## src/rtl/dbg_pkg.sv

```systemverilog
// Shared constants and types for the host-debug command sequencer.
package dbg_pkg;

   localparam logic [7:0] OP_ECHO = 8'h00;
   localparam logic [7:0] OP_RD   = 8'h01;
   localparam logic [7:0] OP_WR   = 8'h02;
   localparam logic [7:0] OP_HALT = 8'h03;
   localparam logic [7:0] OP_RUN  = 8'h04;

   localparam logic [7:0] RSP_ACK = 8'hA5;
   localparam logic [7:0] RSP_ERR = 8'hEE;

   localparam int BAUD_CLKS_DEF     = 868;
   localparam int TIMEOUT_BYTES_DEF = 16;

   typedef enum logic [3:0] {
      IDLE,
      ARGS,
      HALT_WAIT,
      RD_REQ,
      RD_TX,
      WR_RX,
      WR_REQ,
      RESP,
      RELEASE
   } state_t;

   // One byte-time is ten bit-times (start, 8 data, stop).
   function automatic int to_limit(input int baud, input int bytes);
      return baud * 10 * bytes;
   endfunction

   function automatic int to_width(input int baud, input int bytes);
      return $clog2(to_limit(baud, bytes) + 1);
   endfunction

endpackage

```

## src/rtl/dbg_cmd_ctrl_if.sv

```systemverilog
// Byte-wide debug memory port, held-request / one-cycle-ack handshake.
interface dbg_cmd_ctrl_if;

   logic        mem_req;
   logic        mem_we;
   logic [15:0] mem_addr;
   logic [7:0]  mem_wdata;
   logic [7:0]  mem_rdata;
   logic        mem_ack;

   modport master (
      output mem_req, mem_we, mem_addr, mem_wdata,
      input  mem_rdata, mem_ack
   );

   modport slave (
      input  mem_req, mem_we, mem_addr, mem_wdata,
      output mem_rdata, mem_ack
   );

endinterface

```

## src/rtl/dbg_timeout_cnt.sv

```systemverilog
// Saturating idle counter: cleared by reload, advanced by en.
module dbg_timeout_cnt #(
   parameter int W     = 18,
   parameter int LIMIT = 138880
) (
   input  logic clk_in,
   input  logic rst_in,
   input  logic reload,
   input  logic en,
   output logic expired
);

   localparam logic [W-1:0] LIM = W'(LIMIT);

   logic [W-1:0] count;

   always_ff @(posedge clk_in or posedge rst_in) begin
      if (rst_in)
         count <= '0;
      else if (reload)
         count <= '0;
      else if (en && count != LIM)
         count <= count + 1'b1;
   end

   assign expired = (count == LIM);

endmodule

```

## src/rtl/dbg_cmd_ctrl.sv

```systemverilog
// Host-debug command sequencer: rx FIFO commands, CPU halt, debug
// memory accesses and tx FIFO responses.
module dbg_cmd_ctrl
   import dbg_pkg::*;
#(
   parameter int BAUD_CLKS     = BAUD_CLKS_DEF,
   parameter int TIMEOUT_BYTES = TIMEOUT_BYTES_DEF
) (
   input  logic           clk_in,
   input  logic           rst_in,
   input  logic           rx_empty,
   input  logic [7:0]     rx_data,
   output logic           rx_rd,
   input  logic           tx_full,
   output logic [7:0]     tx_data,
   output logic           tx_wr,
   output logic           halt_req,
   input  logic           halt_ack,
   dbg_cmd_ctrl_if.master mem,
   output logic           busy
);

   localparam int LIMIT = to_limit(BAUD_CLKS, TIMEOUT_BYTES);
   localparam int TO_W  = to_width(BAUD_CLKS, TIMEOUT_BYTES);

   state_t      state;
   logic [7:0]  op;
   logic [1:0]  arg_idx;
   logic [15:0] addr;
   logic [15:0] cnt;
   logic        halt_flag;
   logic        pop_ok;
   logic        push_ok;
   logic        to_expired;

   // Strobes stay combinational so they can never fire on empty/full.
   always_comb begin
      pop_ok  = 1'b0;
      push_ok = 1'b0;
      unique case (state)
         IDLE, ARGS, WR_RX: pop_ok = !rx_empty;
         RD_TX:             push_ok = !tx_full;
         RESP:              push_ok = !tx_full &&
                                      (op != OP_HALT || halt_ack);
         default: ;
      endcase
   end

   assign rx_rd         = pop_ok;
   assign tx_wr         = push_ok;
   assign busy          = (state != IDLE);
   assign mem.mem_addr  = addr;

   dbg_timeout_cnt #(
      .W     (TO_W),
      .LIMIT (LIMIT)
   ) u_to (
      .clk_in  (clk_in),
      .rst_in  (rst_in),
      .reload  (pop_ok),
      .en      ((state == ARGS || state == WR_RX) && rx_empty),
      .expired (to_expired)
   );

   always_ff @(posedge clk_in or posedge rst_in) begin
      if (rst_in) begin
         state         <= IDLE;
         op            <= '0;
         arg_idx       <= '0;
         addr          <= '0;
         cnt           <= '0;
         halt_flag     <= 1'b0;
         halt_req      <= 1'b0;
         tx_data       <= '0;
         mem.mem_req   <= 1'b0;
         mem.mem_we    <= 1'b0;
         mem.mem_wdata <= '0;
      end else begin
         unique case (state)
            IDLE: if (pop_ok) begin
               op      <= rx_data;
               arg_idx <= '0;
               case (rx_data)
                  OP_ECHO, OP_RD, OP_WR: state <= ARGS;
                  OP_HALT: begin
                     halt_flag <= 1'b1;
                     halt_req  <= 1'b1;
                     tx_data   <= RSP_ACK;
                     state     <= RESP;
                  end
                  OP_RUN: begin
                     halt_flag <= 1'b0;
                     halt_req  <= 1'b0;
                     tx_data   <= RSP_ACK;
                     state     <= RESP;
                  end
                  default: begin
                     tx_data <= RSP_ERR;
                     state   <= RESP;
                  end
               endcase
            end
            ARGS: if (pop_ok) begin
               arg_idx <= arg_idx + 2'd1;
               if (op == OP_ECHO) begin
                  tx_data <= rx_data;
                  state   <= RESP;
               end else begin
                  case (arg_idx)
                     2'd0: addr[7:0]  <= rx_data;
                     2'd1: addr[15:8] <= rx_data;
                     2'd2: cnt[7:0]   <= rx_data;
                     default: begin
                        cnt[15:8] <= rx_data;
                        // Zero-length transfers never touch the CPU.
                        if ({rx_data, cnt[7:0]} == 16'd0) begin
                           tx_data <= RSP_ACK;
                           state   <= (op == OP_WR) ? RESP : IDLE;
                        end else begin
                           halt_req <= 1'b1;
                           state    <= HALT_WAIT;
                        end
                     end
                  endcase
               end
            end else if (to_expired) begin
               tx_data <= RSP_ERR;
               state   <= RESP;
            end
            HALT_WAIT: begin
               halt_req <= 1'b1;
               if (halt_ack) begin
                  if (op == OP_RD) begin
                     mem.mem_req <= 1'b1;
                     mem.mem_we  <= 1'b0;
                     state       <= RD_REQ;
                  end else begin
                     state <= WR_RX;
                  end
               end
            end
            RD_REQ: if (mem.mem_ack) begin
               mem.mem_req <= 1'b0;
               tx_data     <= mem.mem_rdata;
               state       <= RD_TX;
            end
            RD_TX: if (push_ok) begin
               addr <= addr + 16'd1;
               cnt  <= cnt - 16'd1;
               if (cnt == 16'd1) begin
                  state <= RELEASE;
               end else begin
                  mem.mem_req <= 1'b1;
                  state       <= RD_REQ;
               end
            end
            WR_RX: if (pop_ok) begin
               mem.mem_wdata <= rx_data;
               mem.mem_req   <= 1'b1;
               mem.mem_we    <= 1'b1;
               state         <= WR_REQ;
            end else if (to_expired) begin
               tx_data <= RSP_ERR;
               state   <= RELEASE;
            end
            WR_REQ: if (mem.mem_ack) begin
               mem.mem_req <= 1'b0;
               mem.mem_we  <= 1'b0;
               addr        <= addr + 16'd1;
               cnt         <= cnt - 16'd1;
               if (cnt == 16'd1) begin
                  tx_data <= RSP_ACK;
                  state   <= RELEASE;
               end else begin
                  state <= WR_RX;
               end
            end
            RELEASE: begin
               halt_req <= halt_flag;
               state    <= (op == OP_WR) ? RESP : IDLE;
            end
            RESP: if (push_ok) state <= IDLE;
         endcase
      end
   end

endmodule

```

## src/flat_wrapper.sv

```systemverilog
// flat-port wrapper written by rule: the top's interface ports become plain ports
module dbg_cmd_ctrl_flat import dbg_pkg::*;
#(
   parameter int BAUD_CLKS     = BAUD_CLKS_DEF,
   parameter int TIMEOUT_BYTES = TIMEOUT_BYTES_DEF
)
  (clk_in, rst_in, rx_empty, rx_data, rx_rd, tx_full, tx_data, tx_wr, halt_req, halt_ack, busy, mem_mem_req, mem_mem_we, mem_mem_addr, mem_mem_wdata, mem_mem_rdata, mem_mem_ack);
  dbg_cmd_ctrl_if mem_i ();
  input  logic clk_in;
  input  logic rst_in;
  input  logic rx_empty;
  input  logic [7:0] rx_data;
  output logic rx_rd;
  input  logic tx_full;
  output logic [7:0] tx_data;
  output logic tx_wr;
  output logic halt_req;
  input  logic halt_ack;
  output logic busy;
  output wire logic [$bits(mem_i.mem_req)-1:0] mem_mem_req;
  output wire logic [$bits(mem_i.mem_we)-1:0] mem_mem_we;
  output wire logic [$bits(mem_i.mem_addr)-1:0] mem_mem_addr;
  output wire logic [$bits(mem_i.mem_wdata)-1:0] mem_mem_wdata;
  input wire logic [$bits(mem_i.mem_rdata)-1:0] mem_mem_rdata;
  input wire logic [$bits(mem_i.mem_ack)-1:0] mem_mem_ack;
  assign mem_mem_req = mem_i.mem_req;
  assign mem_mem_we = mem_i.mem_we;
  assign mem_mem_addr = mem_i.mem_addr;
  assign mem_mem_wdata = mem_i.mem_wdata;
  assign mem_i.mem_rdata = mem_mem_rdata;
  assign mem_i.mem_ack = mem_mem_ack;
  dbg_cmd_ctrl #(.BAUD_CLKS(BAUD_CLKS), .TIMEOUT_BYTES(TIMEOUT_BYTES)) u_core (.clk_in(clk_in), .rst_in(rst_in), .rx_empty(rx_empty), .rx_data(rx_data), .rx_rd(rx_rd), .tx_full(tx_full), .tx_data(tx_data), .tx_wr(tx_wr), .halt_req(halt_req), .halt_ack(halt_ack), .mem(mem_i), .busy(busy));
endmodule
```

## config.mk

```make
export PLATFORM = sky130hd
export DESIGN_NAME = dbg_cmd_ctrl_flat
export DESIGN_NICKNAME = d
export VERILOG_FILES = /design/src/rtl/dbg_pkg.sv /design/src/rtl/dbg_cmd_ctrl_if.sv /design/src/rtl/dbg_timeout_cnt.sv /design/src/rtl/dbg_cmd_ctrl.sv /design/src/flat_wrapper.sv
export SDC_FILE = /design/constraint.sdc
export NUM_CORES = 1
export LEC_CHECK = 0
export BUFFER_PORTS_ARGS = -buffer_cell sky130_fd_sc_hd__buf_2
export CAP_MARGIN = 30
export CORE_ASPECT_RATIO = 0.7
export CORE_MARGIN = 8
export CORE_UTILIZATION = 59
export DETAILED_ROUTE_END_ITERATION = 10
export PLACE_DENSITY_LB_ADDON = 0.05
export SYNTH_ARGS = -nofsm -noshare
export SYNTH_HDL_FRONTEND = slang
export SYNTH_SLANG_ARGS = --single-unit
```

## constraint.sdc

```tcl
create_clock -name clk_in -period 2.9 [get_ports clk_in]
set_input_delay 0.145 -clock clk_in [delete_from_list [all_inputs] [get_ports clk_in]]
set_output_delay 0.145 -clock clk_in [all_outputs]
set_load 0.05 [all_outputs]
```

# [Word level (Yosys, flattened, before mapping)]
# Cells that the tools add are included.
[totals] out_inout_bits=38 wordCells=171 register_bits=84
[classes] mux=69 n_eq_ne=45 n_addsub=4 reduce_logical=39
[op_table] operator="two-way mux 16 bit" n=8
[op_table] operator="two-way mux 8 bit" n=14
[op_table] operator="case mux 16 bit (3 select lines)" n=2
[op_table] operator="two-way mux 4 bit" n=15
[op_table] operator="case mux 8 bit (5 select lines)" n=1
[op_table] operator="two-way mux 18 bit" n=2
[op_table] operator="case mux 4 bit (9 select lines)" n=1
[op_table] operator="inequality test 2 bit (second input constant)" n=17
[op_table] operator="equality test 8 x 2 -> 1 bit (second input constant)" n=3
[op_table] operator="AND reduction 6 bit" n=4
[op_table] operator="adder 18 x 1 -> 18 bit (second input constant)" n=1
[op_table] operator="equality test 18 bit (second input constant)" n=1
[op_table] operator="inequality test 18 bit (second input constant)" n=1
[op_table] operator="AND reduction 9 bit" n=2
[op_table] operator="adder 16 x 1 -> 16 bit (second input constant)" n=1
[op_table] operator="equality test 16 x 1 -> 1 bit (second input constant)" n=1
[op_table] operator="equality test 4 x 3 -> 1 bit (second input constant)" n=4
[op_table] operator="equality test 8 x 1 -> 1 bit (second input constant)" n=2
[op_table] operator="logical NOT 16 bit" n=1
[op_table] operator="logical NOT 8 bit" n=2
[op_table] operator="case mux 8 bit (2 select lines)" n=1
[op_table] operator="subtractor 16 x 1 -> 16 bit (second input constant)" n=1
[op_table] operator="two-way mux 1 bit" n=14
[op_table] operator="AND reduction 7 bit" n=2
[op_table] operator="32 further kinds" n=56

# [Logic depth before layout (Yosys ltp)]
# Gate-level depths: netlist of run 1.
[depth] depth_word=7 ltp_mapped=10 ltp_nobuf=8

# [Hierarchy]
# From an unflattened synthesis of run 1, not the netlist that was laid out.
[unflattened] hier_cells=601 area_unflattened_um2=5293.8
[modules_own_cells] mod="dbg_cmd_ctrl" area_each_um2=4297.9 cells_each=491 n_inst=1 seq_area_each_um2=1651.6
[modules_own_cells] mod="dbg_timeout_cnt" area_each_um2=996.0 cells_each=110 n_inst=1 seq_area_each_um2=450.4

# [Least setup slack after synthesis of run 1]
# Ideal clock, no wire load.
[synth_path] path_type="reg2reg" from="register u_core.state[3]" to="register u_core.tx_data[1]" path_stages_with_launch=8 t_arrival_ns=2.373 setup_ns=0.128 synth_period_minus_slack_ns=2.501 path_buffers=1 setup_slack_ns=0.399 cell_sequence="dfrtp_1 > clkbuf_1 > or4_1 > nor2_1 > a21oi_1 > nor2_1 > nand2_1 > mux2_1"
[synth_via] elab_chain_cells=5
[synth_lines] element="start, declared" line_no="dbg_cmd_ctrl.sv:26" rtl="state_t state;"
[synth_lines] element="start signal, assigned" line_no="dbg_cmd_ctrl.sv:118" rtl="state <= (op == OP_WR) ? RESP : IDLE;"
[synth_lines] element="start signal, assigned" line_no="dbg_cmd_ctrl.sv:180" rtl="state <= (op == OP_WR) ? RESP : IDLE;"
[synth_lines] element="equality test 4 x 3 -> 1 bit, or another cell as far along" line_no="dbg_cmd_ctrl.sv:40, dbg_cmd_ctrl.sv:79"
[synth_lines] element="OR reduction 3 bit" line_no="dbg_cmd_ctrl.sv:40" rtl="unique case (state)"
[synth_lines] element="two-way mux 1 bit" line_no="dbg_cmd_ctrl.sv:40"
[synth_lines] element="inequality test 4 bit (no line), or another cell as far along"
[synth_lines] element="AND reduction 9 bit (no line) or case mux 8 bit (5 select lines) (tied branches)"
[synth_lines] element="end signal, assigned" line_no="dbg_cmd_ctrl.sv:106" rtl="tx_data <= rx_data;"
[synth_lines] element="end signal, assigned" line_no="dbg_cmd_ctrl.sv:144" rtl="tx_data <= mem.mem_rdata;"
[synth_lines] element="end, declared" line_no="dbg_cmd_ctrl.sv:15" rtl="output logic [7:0] tx_data,"
# Several ways; a longest one is shown, not always the timed one.
# A chain may end at the register's enable or synchronous reset.

# [Final worst setup path of run 1]
[layout_path] from="register u_core.state[1]" to="register u_core.tx_data[6]"
# The elaborated chain is that of the path after synthesis.

==> results of run 1 <==
## worst max-delay path by stage
stage          cells past startpoint  slack [ps]                            end
2_1_floorplan                      7         400  u_core.tx_data[1]$_DFFE_PP0P_
3_3_place_gp                       6         350  u_core.tx_data[1]$_DFFE_PP0P_
3_5_place_dp                       6         200  u_core.tx_data[6]$_DFFE_PP0P_
4_1_cts                            6         200  u_core.tx_data[6]$_DFFE_PP0P_
5_1_grt                            6          50  u_core.tx_data[6]$_DFFE_PP0P_
6_report                           6         150  u_core.tx_data[6]$_DFFE_PP0P_
## through the flow
stage | cells | area, um^2
CTS | 764 | 5957
global route | 764 | 5957
global placement | 747 | 5619
finish | 764 | 5957
floorplan | 579 | 5162
detailed placement | 747 | 5619
## Yosys cell counts, types with 7 or more instances
| cell type | n | area [um^2] |
|---|---|---|
| a21oi_1 | 40 | 200.2 |
| a31oi_1 | 17 | 106.4 |
| clkbuf_1 | 22 | 82.58 |
| dfrtp_1 | 84 | 2102 |
| ha_1 | 10 | 125.1 |
| inv_1 | 15 | 56.30 |
| mux2_2 | 17 | 191.4 |
| nand2_1 | 42 | 157.7 |
| nand2b_1 | 11 | 68.82 |
| nand3_1 | 27 | 135.1 |
| nand4_1 | 7 | 43.79 |
| nor2_1 | 79 | 296.5 |
| nor3_1 | 19 | 95.09 |
| o21ai_0 | 15 | 75.07 |
| o21ai_1 | 11 | 55.05 |
| o22a_1 | 13 | 113.9 |
| o22ai_1 | 7 | 43.79 |
| xor2_1 | 12 | 105.1 |
## per-layer routing
metal / vias to the layer above / GRT usage (%)
li1: 2259 / -
met1: 2376 / 39.21
met2: 240 / 36.73
met3: 9 / 7.880
met4: 0 / 4.729
met5: - / 0
## sequential cells by signal, summed over array words and instances (netlist names), 2 cells and up
name                  flops
u_core.mem.mem_addr      16
u_core.mem.mem_wdata      8
u_core.u_to.count        18
u_core.op                 8
u_core.cnt               16
u_core.state              4
u_core.arg_idx            2
u_core.tx_data            8
## cell type report
type                    count  area, um^2  share of cell area (%)
clock inverters             5       85.08                   1.428
multi-input cells         449        2868                   48.14
flip-flops and latches     84        2102                   35.29
repair buffers             79       447.9                   7.519
clock buffers              11       242.7                   4.075
inverters                  16       61.31                   1.029
well taps                 120       150.1                   2.520
## kinds of logic (layout without fill, tap and decap cells)
logic type | Yosys count | after routing | synth area share, %
compound gates | 162 | 162 | 21.72
xor+xnor | 15 | 15 | 2.545
fa+ha+maj | 10 | 10 | 2.424
buf+inv | 46 | 111 | 3.781
flops | 84 | 84 | 40.72
mux | 22 | 22 | 4.774
simple gates | 240 | 240 | 24.04
## critical path: stages, from the launching register on
cell,delay [ps]
dfrtp_1,540
nand2b_1,300
nand2b_1,250
o41ai_1,680
nor2_1,210
nand2_1,290
mux2_1,370
## power groups by stage
stage / Combinational (mW) / Clock [mW] / Sequential [mW]
after detailed placement: 4.29 / 0 / 2.14
after floorplan: 2.48 / 0 / 2.82
after global routing: 4.69 / 1.34 / 2.21
final: 4.36 / 1.27 / 2.15
after CTS: 4.31 / 1.28 / 2.13
after global placement: 4.20 / 0 / 2.11
==> key figures, run 1 <==
Setup path
  – Critical setup path kind: register to register
  – R2r worst-path depth: 6
  – Startpoint Class: register
  – Reg-to-reg slack, setup: 150 ps
  – Reg2Reg Launch Point: u_core.state[1]$_DFFE_PP0P_
  – Setup crit end kind: register
  – R2r endpoint: u_core.tx_data[6]$_DFFE_PP0P_
  – Crit path max fanout: 15
  – WP data required: 3120 ps
  – Critical Path AT: 2980 ps
  – Crit path from: u_core.state[1]$_DFFE_PP0P_

Timing
  – Setup Skew: 11.84 ps
  – Max Clock Freq: ~360 MHz
  – Post-route minimum period: approximately 2800 ps
  – Final Setup Violations: 0
  – Final hold vios: 0
  – Worst-margin pin slew: 714.4 ps
  – Max-Slew Margin vs Limit: 51.75%
  – Setup TNS: 0 ps
  – Tcrit/Tclk final: 94.89%
  – Max Slew Vio Count: 0
  – RSZ-0062 raised after global routing: no
  – Min Hold Slack: 92.96 ps
  – Final worst setup slack: 148.2 ps

Placement
  – Pre-CTS WS: 204.9 ps
  – Gpl congestion: 0.9755
  – IO Port Bufs: a little under 60
  – Post-DP HPWL: 11,470 um

Pwr
  – Clk pwr share: 16.4%
  – Pwr Total: 7.780 mW
  – Power density over the cells: 1306 nW/um^2
  – Pint: 3.866 mW
  – Leakage: 2.517 nW
  – Switch share: 50.31%
  – Max VDD drop: 0.0009117 V
  – Sw power: 3.914 mW
  – Proportion of power drawn by combinational gates: around 56%
  – Reg power frac: between 20 and 30%

Finish
  – Total Nets Final: 671
  – Antenna diodes: 0
  – Layout Utilization: 70.26%
  – Most frequent cells in the layout: dfrtp_1, nor2_1, buf_2, nand2_1, a21oi_1
  – Area Overhead vs Synth: 15.39%
  – Fraction of layout cells with a size suffix above 1: slightly above 20%
  – # fillers: 677
  – Leading cell type in the layout, fill and taps excluded: dfrtp_1

Floorplan
  – Die Ht: around 94 um
  – Starting Density: 60.89%
  – Core Region: 8478 um^2
  – # rows: 28
  – # IOs: 60
  – Die X: 127.8 um
  – Full die area: 12,050 um^2

Worst hold path
  – Worst Hold Depth: 3
  – Worst hold path class: input pin to register
  – Hold Startpoint: mem_mem_rdata[4]
  – Hold worst-path end: u_core.tx_data[4]$_DFFE_PP0P_

Routing
  – DRC viols: 0
  – Detail Route Antenna Nets: 0
  – Vias/cell: 6.393
  – Top Metal Used: met4
  – Routed met1 length: roughly 7300 um
  – DRT Pass-1 Iters: 5
  – Via Count: 4,884
  – Iter 0 DRT Violations: a little over 500
  – Post-Route WL: 15,350 um
  – Routed met2 length: 6395 um
  – Wire per inst: 20.09 um
  – WL met3: 1573 um

Flow run
  – Total of max-cap violations: 0

Synthesis
  – Post-Syn Area: 5162 um^2
  – Syn Area/Cell: ~8.9 um^2
  – Post-synthesis cell count: 579
  – Mapped Nets: 611
  – Seq/Total Area, Yosys: between 40% and 50%
  – Top FF cell, synth: dfrtp_1
  – Number of synthesized flops with an enable pin: 0
  – Yosys reg bits: 84
  – Netlist cell types: 74
  – Ys Warns: 0
  – Fraction of registers with async set/reset: 100.0%

CTS
  – PostCTS Resize Cnt: 0
  – Worst-Skew Late Latency: 350 ps
  – Clk sinks: 84
  – Cts bufs inserted: 9
  – Clk pin slew, worst setup/hold paths: 60 ps
  – Root buf cell: clkbuf_16
  – H-tree depth: 3
  – Hold-fix buffers at CTS: 1
  – Setup bufs post-CTS: 0
  – CTS Buffer Depth: 2
  – CTS tree: yes

GRT
  – First-pass GRT wire length: 25,000 um
  – Initial antenna violation count: 0
  – Vias in the first global route: 4,667
  – Pin count of the biggest net entering global routing: 45
  – Grt total ovfl: 0
  – Gr usage total: 26.33%

Outcome
  – Status: complete, no violations
No activity file was read; power rests on OpenSTA's default activity.
==> run 2: changes to the inputs <==
--- a/config.mk
+++ b/config.mk
@@ -11,6 +11,7 @@
 export CORE_MARGIN = 8
 export CORE_UTILIZATION = 59
 export DETAILED_ROUTE_END_ITERATION = 10
+export GPL_TIMING_DRIVEN = 0
 export PLACE_DENSITY_LB_ADDON = 0.05
 export SYNTH_ARGS = -nofsm -noshare
 export SYNTH_HDL_FRONTEND = slang
==> run 2 against run 1 <==
Clock power decreased by 9%. Power fell by 0.95%. Via count rose by 2.3%.
==> key figures, run 2 (synthesized netlist as in run 1, its figures left out) <==
Outcome
  – Status: complete, no violations (unchanged)

Finish
  – Leading cell type in the layout, fill and taps excluded: dfrtp_1 (unchanged)
  – Fraction of layout cells with a size suffix above 1: 18.25% (was 20.34%)
  – Multi-input gate area in the final layout: 2885 um^2 (was 2868 um^2)
  – Register bank with the most flops: u_core.u_to.count (unchanged)
  – # fillers: 704 (was 677)
  – Max FFs per register: 18 (unchanged)
  – Total Nets Final: 681 (was 671)
  – Area Overhead vs Synth: 15.27% (was 15.39%)
  – Sequential cell area: 2102 um^2 (unchanged)
  – Antenna diodes: 0 (unchanged)
  – Most frequent cells in the layout: dfrtp_1, nor2_1, buf_2, nand2_1, a21oi_1 (unchanged)

Pwr
  – Max VDD drop: 0.0009307 V (was 0.0009117 V)
  – Pwr Total: 7.706 mW (was 7.780 mW)
  – Power density over the cells: 1295 nW/um^2 (was 1306 nW/um^2)
  – Leakage: 2.485 nW (was 2.517 nW)

Setup path
  – R2r worst-path depth: 7 (was 6)
  – CP Cell Sequence: clkbuf_1 > or4_1 > nor3_2 > o22ai_1 > a211oi_2 > nand2_2 > mux2_1 (was nand2b_1 > nand2b_1 > o41ai_1 > nor2_1 > nand2_1 > mux2_1)
  – Slowest cell delay on critical path: 620 ps (was 680 ps)
  – Critical Path AT: 2950 ps (was 2980 ps)
  – Reg-to-reg slack, setup: 170 ps (was 150 ps)
  – WP data required: 3110 ps (was 3120 ps)
  – Setup crit end kind: register (unchanged)
  – Slowest library cell on the worst path: or4_1 (was o41ai_1)
  – Startpoint Class: register (unchanged)
  – Critical setup path kind: register to register (unchanged)
  – Crit path max fanout: 8 (was 15)

GRT
  – Gr usage total: 26.07% (was 26.33%)
  – Met3 usage in global routing: 7.256% (was 7.880%)
  – Gr busiest metal: met1 (unchanged)
  – Pin count of the biggest net entering global routing: 62 (was 45)
  – Initial antenna violation count: 0 (unchanged)
  – Vias in the first global route: 4,672 (was 4,667)
  – First-pass GRT wire length: 24,870 um (was 25,000 um)
  – GR Layer Usage met2: 36.20% (was 36.73%)
  – GRT met1 Usage: 38.41% (was 39.21%)
  – Grt total ovfl: 0 (unchanged)

Routing
  – Post-Route WL: 15,400 um (was 15,350 um)
  – DRC viols: 0 (unchanged)
  – Vias/cell: 6.473 (was 6.393)
  – DRT Pass-1 Iters: 5 (unchanged)
  – Wire per inst: 19.95 um (was 20.09 um)
  – Iter 0 DRT Violations: 679 (was 517)
  – Detail Route Antenna Nets: 0 (unchanged)
  – Via Count: 4,997 (was 4,884)

Timing
  – Final worst setup slack: 166.1 ps (was 148.2 ps)
  – Worst-margin pin slew: 991.4 ps (was 714.4 ps)
  – Final hold vios: 0 (unchanged)
  – Final Setup Violations: 0 (unchanged)
  – Post-route minimum period: 2734 ps (was 2752 ps)
  – Max Clock Freq: 365.8 MHz (was 363.4 MHz)
  – Tcrit/Tclk final: 94.27% (was 94.89%)
  – Setup TNS: 0 ps (unchanged)
  – Max Slew Vio Count: 0 (unchanged)
  – Setup Skew: 5.120 ps (was 11.84 ps)
  – RSZ-0062 raised after global routing: no (unchanged)
  – Max-Slew Margin vs Limit: 33.55% (was 51.75%)

Placement
  – Post-DP HPWL: 11,530 um (was 11,470 um)
  – Pre-CTS WS: 119.2 ps (was 204.9 ps)
  – Gpl congestion: 0.9451 (was 0.9755)
  – IO Port Bufs: 57 (was 59)

Floorplan
  – # rows: 28 (unchanged)
  – Full die area: 12,050 um^2 (unchanged)
  – # IOs: 60 (unchanged)
  – Die Ht: 94.26 um (unchanged)
  – Starting Density: 60.89% (unchanged)
  – Die X: 127.8 um (unchanged)
  – Core Region: 8478 um^2 (unchanged)

CTS
  – Cts bufs inserted: 9 (unchanged)
  – H-tree depth: 3 (unchanged)
  – Clk sinks: 84 (unchanged)
  – Worst-Skew Late Latency: 340 ps (was 350 ps)
  – CTS Buffer Depth: 2 (unchanged)
  – Setup bufs post-CTS: 0 (unchanged)
  – CTS tree: yes (unchanged)
  – Root buf cell: clkbuf_16 (unchanged)
  – Clk pin slew, worst setup/hold paths: 60 ps (about the same)

Worst hold path
  – Worst hold path class: input pin to register (unchanged)
  – Worst Hold Depth: 3 (unchanged)

Flow run
  – Total of max-cap violations: 0 (unchanged)
run 2: where the power goes:
part | switching, mW | internal [mW]
Clock | 0.442 | 0.703
Sequential | 0.433 | 1.65
Combinational | 3.05 | 1.42
run 2: final cells by class:
class | count | share of cell area, %
Multi-Input combinational cell | 449 | 48.49
Sequential cell | 84 | 35.32
Timing Repair Buffer | 59 | 5.425
Clock buffer | 12 | 4.310
Tap cell | 120 | 2.523
Buffer | 30 | 2.292
Inverter | 16 | 1.051
Clock inverter | 2 | 0.5887
run 2: path summary, 6_finish.rpt:
check | start | endpoint
max | u_core.cnt[7]$_DFFE_PP0P_ | u_core.tx_data[1]$_DFFE_PP0P_
min | mem_mem_rdata[2] | u_core.tx_data[2]$_DFFE_PP0P_
max reg2reg | u_core.cnt[7]$_DFFE_PP0P_ | u_core.tx_data[1]$_DFFE_PP0P_
min reg2reg | u_core.tx_data[7]$_DFFE_PP0P_ | u_core.tx_data[7]$_DFFE_PP0P_
max in group asynchronous | rst_in | u_core.tx_data[7]$_DFFE_PP0P_
min in group asynchronous | rst_in | u_core.u_to.count[13]$_DFFE_PP0P_
run 2: worst max-delay path, delay by kind of cell, from the launching register on:
| family | cells | cell delay, ps |
|---|---|---|
| flip-flops | 1 | 360 |
| AO/OA/AOI/OAI | 2 | 550 |
| AND/OR/NAND/NOR | 3 | 1130 |
| buffers and inverters | 1 | 190 |
| multiplexers | 1 | 370 |
run 2: per-layer routing:
layer,routed length [um],vias to the layer above
met5,0,-
met4,205,0
met3,1766,20
met2,6325,310
met1,7104,2386
li1,-,2281
run 2: per-stage QoR:
| step | cells | cell area [um^2] | util [%] | hold slack [ps] |
|---|---|---|---|---|
| final | 772 | 5951 | 70.19 | 90.38 |
| after floorplan | 579 | 5162 | - | 296.7 |
| after detailed placement | 757 | 5633 | 66.44 | 147.4 |
| after global routing | 772 | 5951 | 70.19 | 96.39 |
| after global placement | 756 | 5598 | 66.03 | 428.5 |
| after CTS | 772 | 5934 | 70.00 | 84.49 |
run 2: timing repair:
| action | 4_1_cts | 5_1_grt |
|---|---|---|
| hold buffers | 1 | 0 |
| gates resized for setup | 0 | 4 |
| endpoints found under the hold margin | 23 | 0 |
| endpoints found under the setup margin | 0 | 9 |
==> run 3: changes to the inputs <==
--- a/config.mk
+++ b/config.mk
@@ -12,7 +12,8 @@
 export CORE_UTILIZATION = 59
 export DETAILED_ROUTE_END_ITERATION = 10
 export GPL_TIMING_DRIVEN = 0
-export PLACE_DENSITY_LB_ADDON = 0.05
+export PLACE_DENSITY = 0.8
+export SETUP_SLACK_MARGIN = 0.5
 export SYNTH_ARGS = -nofsm -noshare
 export SYNTH_HDL_FRONTEND = slang
 export SYNTH_SLANG_ARGS = --single-unit
==> run 3 against run 2 <==
Die area is the same. Highest routed layer unchanged. Register-to-register slack better by 230 ps. Critical endpoint is now u_core.tx_data[0]$_DFFE_PP0P_. Flip-flop and latch count stayed put. Critical path depth rose by 1. Utilization is 3.9 points higher. Cell count rose by 2.6%. Clock power hardly changed. Setup slack improved by 230 ps. Largest cell class unchanged. Global-route usage is 0.88 points higher.
==> key figures, run 3 (synthesized netlist as in run 1, its figures left out) <==
Outcome
  – Status: complete, no violations (unchanged)

GRT
  – First-pass GRT wire length: 25,430 um (was 24,870 um)
  – Grt total ovfl: 0 (unchanged)
  – Initial antenna violation count: 0 (unchanged)
  – Gr usage total: 26.95% (was 26.07%)
  – Vias in the first global route: 4,877 (was 4,672)
  – Pin count of the biggest net entering global routing: 53 (was 62)

Setup path
  – Slowest library cell on the worst path: or4_4 (was or4_1)
  – Critical setup path kind: register to register (unchanged)
  – Slowest cell delay on critical path: 600 ps (was 620 ps)
  – WP buf/inv: 2 (was 1)
  – Reg2Reg Launch Point: u_core.op[5]$_DFFE_PP0P_ (was u_core.cnt[7]$_DFFE_PP0P_)
  – Crit path from: u_core.op[5]$_DFFE_PP0P_ (was u_core.cnt[7]$_DFFE_PP0P_)
  – Crit path max fanout: 6 (was 8)
  – Crit path top cell by count: buf_4
  – Setup crit end kind: register (unchanged)
  – CP delay by family, top: simple AND/OR/NAND/NOR gates (unchanged)
  – CP Cell Sequence: or4_4 > buf_4 > nor4_4 > nor3_2 > a211oi_4 > buf_4 > nand3_1 > a32o_1 (was clkbuf_1 > or4_1 > nor3_2 > o22ai_1 > a211oi_2 > nand2_2 > mux2_1)
  – Critical Path AT: 2750 ps (was 2950 ps)
  – Startpoint Class: register (unchanged)
  – Reg-to-reg slack, setup: 390 ps (was 170 ps)
  – WP data required: 3140 ps (was 3110 ps)

CTS
  – Clk pin slew, worst setup/hold paths: 70 ps (was 60 ps)
  – Clk sinks: 84 (unchanged)
  – Cts bufs inserted: 9 (unchanged)
  – H-tree depth: 3 (unchanged)
  – Worst-Skew Late Latency: 350 ps (was 340 ps)
  – Root buf cell: clkbuf_16 (unchanged)
  – CTS tree: yes (unchanged)
  – CTS Buffer Depth: 2 (unchanged)

Placement
  – Pre-CTS WS: 186.3 ps (was 119.2 ps)
  – Gpl congestion: 0.9228 (was 0.9451)
  – IO Port Bufs: 57 (unchanged)
  – Cell Count Post-Placement: 757 (unchanged)
  – Post-DP HPWL: 11,490 um (was 11,530 um)
  – Post-DP Area: 5637 um^2 (was 5633 um^2)

Routing
  – Top Metal Used: met4 (unchanged)
  – Detail Route Antenna Nets: 0 (unchanged)
  – Wire per inst: 20.16 um (was 19.95 um)
  – Iter 0 DRT Violations: 566 (was 679)
  – Vias/cell: 6.503 (was 6.473)
  – Routed met1 length: 7423 um (was 7104 um)
  – DRT Pass-1 Iters: 5 (unchanged)
  – WL met3: 1714 um (was 1766 um)
  – Via Count: 5,150 (was 4,997)
  – DRC viols: 0 (unchanged)
  – Post-Route WL: 15,960 um (was 15,400 um)
  – Routed met2 length: 6691 um (was 6325 um)

Pwr
  – Clk pwr share: 13.5% (was 14.9%)
  – Pwr Total: 8.248 mW (was 7.706 mW)
  – Reg power frac: 25.5% (was 27.1%)
  – Max VDD drop: 0.001111 V (was 0.0009307 V)
  – Pint: 4.023 mW (was 3.778 mW)
  – Switch share: 51.23% (was 50.97%)
  – Power density over the cells: 1312 nW/um^2 (was 1295 nW/um^2)
  – Proportion of power drawn by combinational gates: 61.0% (was 58.0%)
  – Leakage: 2.659 nW (was 2.485 nW)
  – Sw power: 4.225 mW (was 3.928 mW)

Flow run
  – Total of max-cap violations: 0 (unchanged)

Timing
  – Post-route minimum period: 2507 ps (was 2734 ps)
  – Worst-margin pin slew: 969.8 ps (was 991.4 ps)
  – Final worst setup slack: 392.7 ps (was 166.1 ps)
  – Tcrit/Tclk final: 86.46% (was 94.27%)
  – Min Hold Slack: 62.96 ps (was 90.38 ps)
  – Final hold vios: 0 (unchanged)
  – Max Clock Freq: 398.8 MHz (was 365.8 MHz)
  – Max Slew Vio Count: 0 (unchanged)
  – RSZ-0062 raised after global routing: yes (was no)
  – Setup TNS: 0 ps (unchanged)
  – Final Setup Violations: 0 (unchanged)
  – Setup Skew: 9.005 ps (was 5.120 ps)
  – Max-Slew Margin vs Limit: 35.00% (was 33.55%)

Floorplan
  – # IOs: 60 (unchanged)
  – Die X: 127.8 um (unchanged)
  – Die Ht: 94.26 um (unchanged)
  – # rows: 28 (unchanged)
  – Starting Density: 60.89% (unchanged)
  – Core Region: 8478 um^2 (unchanged)
  – Full die area: 12,050 um^2 (unchanged)

Finish
  – Total Nets Final: 699 (was 681)
  – Layout Utilization: 74.13% (was 70.19%)
  – Leading cell type in the layout, fill and taps excluded: dfrtp_1 (unchanged)
  – Non-filler instance count after layout: 792 (was 772)
  – Fraction of layout cells with a size suffix above 1: 26.04% (was 18.25%)
  – Most frequent cells in the layout: dfrtp_1, nor2_1, buf_2, nand2_1, a21oi_1 (unchanged)
  – Register bank with the most flops: u_core.u_to.count (unchanged)
  – Max FFs per register: 18 (unchanged)
  – Area Overhead vs Synth: 21.74% (was 15.27%)
  – Antenna diodes: 0 (unchanged)
  – Finished Cell Area: 6285 um^2 (was 5951 um^2)

Worst hold path
  – Worst hold path class: input pin to register (unchanged)
  – Hold Startpoint: mem_mem_rdata[4] (was mem_mem_rdata[2])
[run 3: final cells by class]
| type | count | area, um^2 |
|---|---|---|
| clock inverters | 7 | 57.56 |
| repair buffers | 76 | 469.2 |
| multi-input cells | 450 | 3050 |
| plain buffers | 30 | 165.2 |
| clock buffers | 9 | 225.2 |
| flip-flops and latches | 84 | 2102 |
| well taps | 120 | 150.1 |
| inverters | 16 | 65.06 |
| fillers | 636 | 2193 |
[run 3: worst paths after layout]
check,endpoint,cells after the start
setup / recovery,u_core.tx_data[0]$_DFFE_PP0P_,8
min in group asynchronous,u_core.mem.mem_we$_DFFE_PP0P_,3
hold / removal,u_core.tx_data[4]$_DFFE_PP0P_,3
max in group asynchronous,u_core.arg_idx[0]$_DFFE_PP0P_,4
setup reg to reg,u_core.tx_data[0]$_DFFE_PP0P_,8
hold reg to reg,u_core.mem.mem_req$_DFFE_PP0P_,1
[run 3: worst reg2reg max path: cells and delay by family (launching register included)]
family	cells	cell delay (ps)
and+or+nand+nor	4	1070
buffers and inverters	2	360
DFF	1	380
AOI/OAI and AO/OA	2	610
[run 3: timing repair]
action                                  in CTS  in global routing
resized for setup                           28                 40
gates cloned                                 2                  1
hold endpoints to repair                    32                  0
setup buffers                               12                  3
endpoints found under the setup margin      51                 63
hold buffers                                 1                  0
pin swaps                                   15                 11
[run 3: metal layers]
layer / vias up / GRT usage, %
met5: - / 0
met4: 0 / 7.389
met3: 15 / 7.937
met2: 264 / 37.17
met1: 2538 / 39.63
li1: 2333 / -
[run 3: power by group through the flow]
stage | sequential, mW | combinational [mW] | clock (mW)
floorplan | 2.82 | 2.49 | 0
global placement | 2.05 | 4.27 | 0
detailed placement | 2.08 | 4.37 | 0
CTS | 2.07 | 4.75 | 1.12
global route | 2.16 | 5.38 | 1.16
finish | 2.10 | 5.03 | 1.12
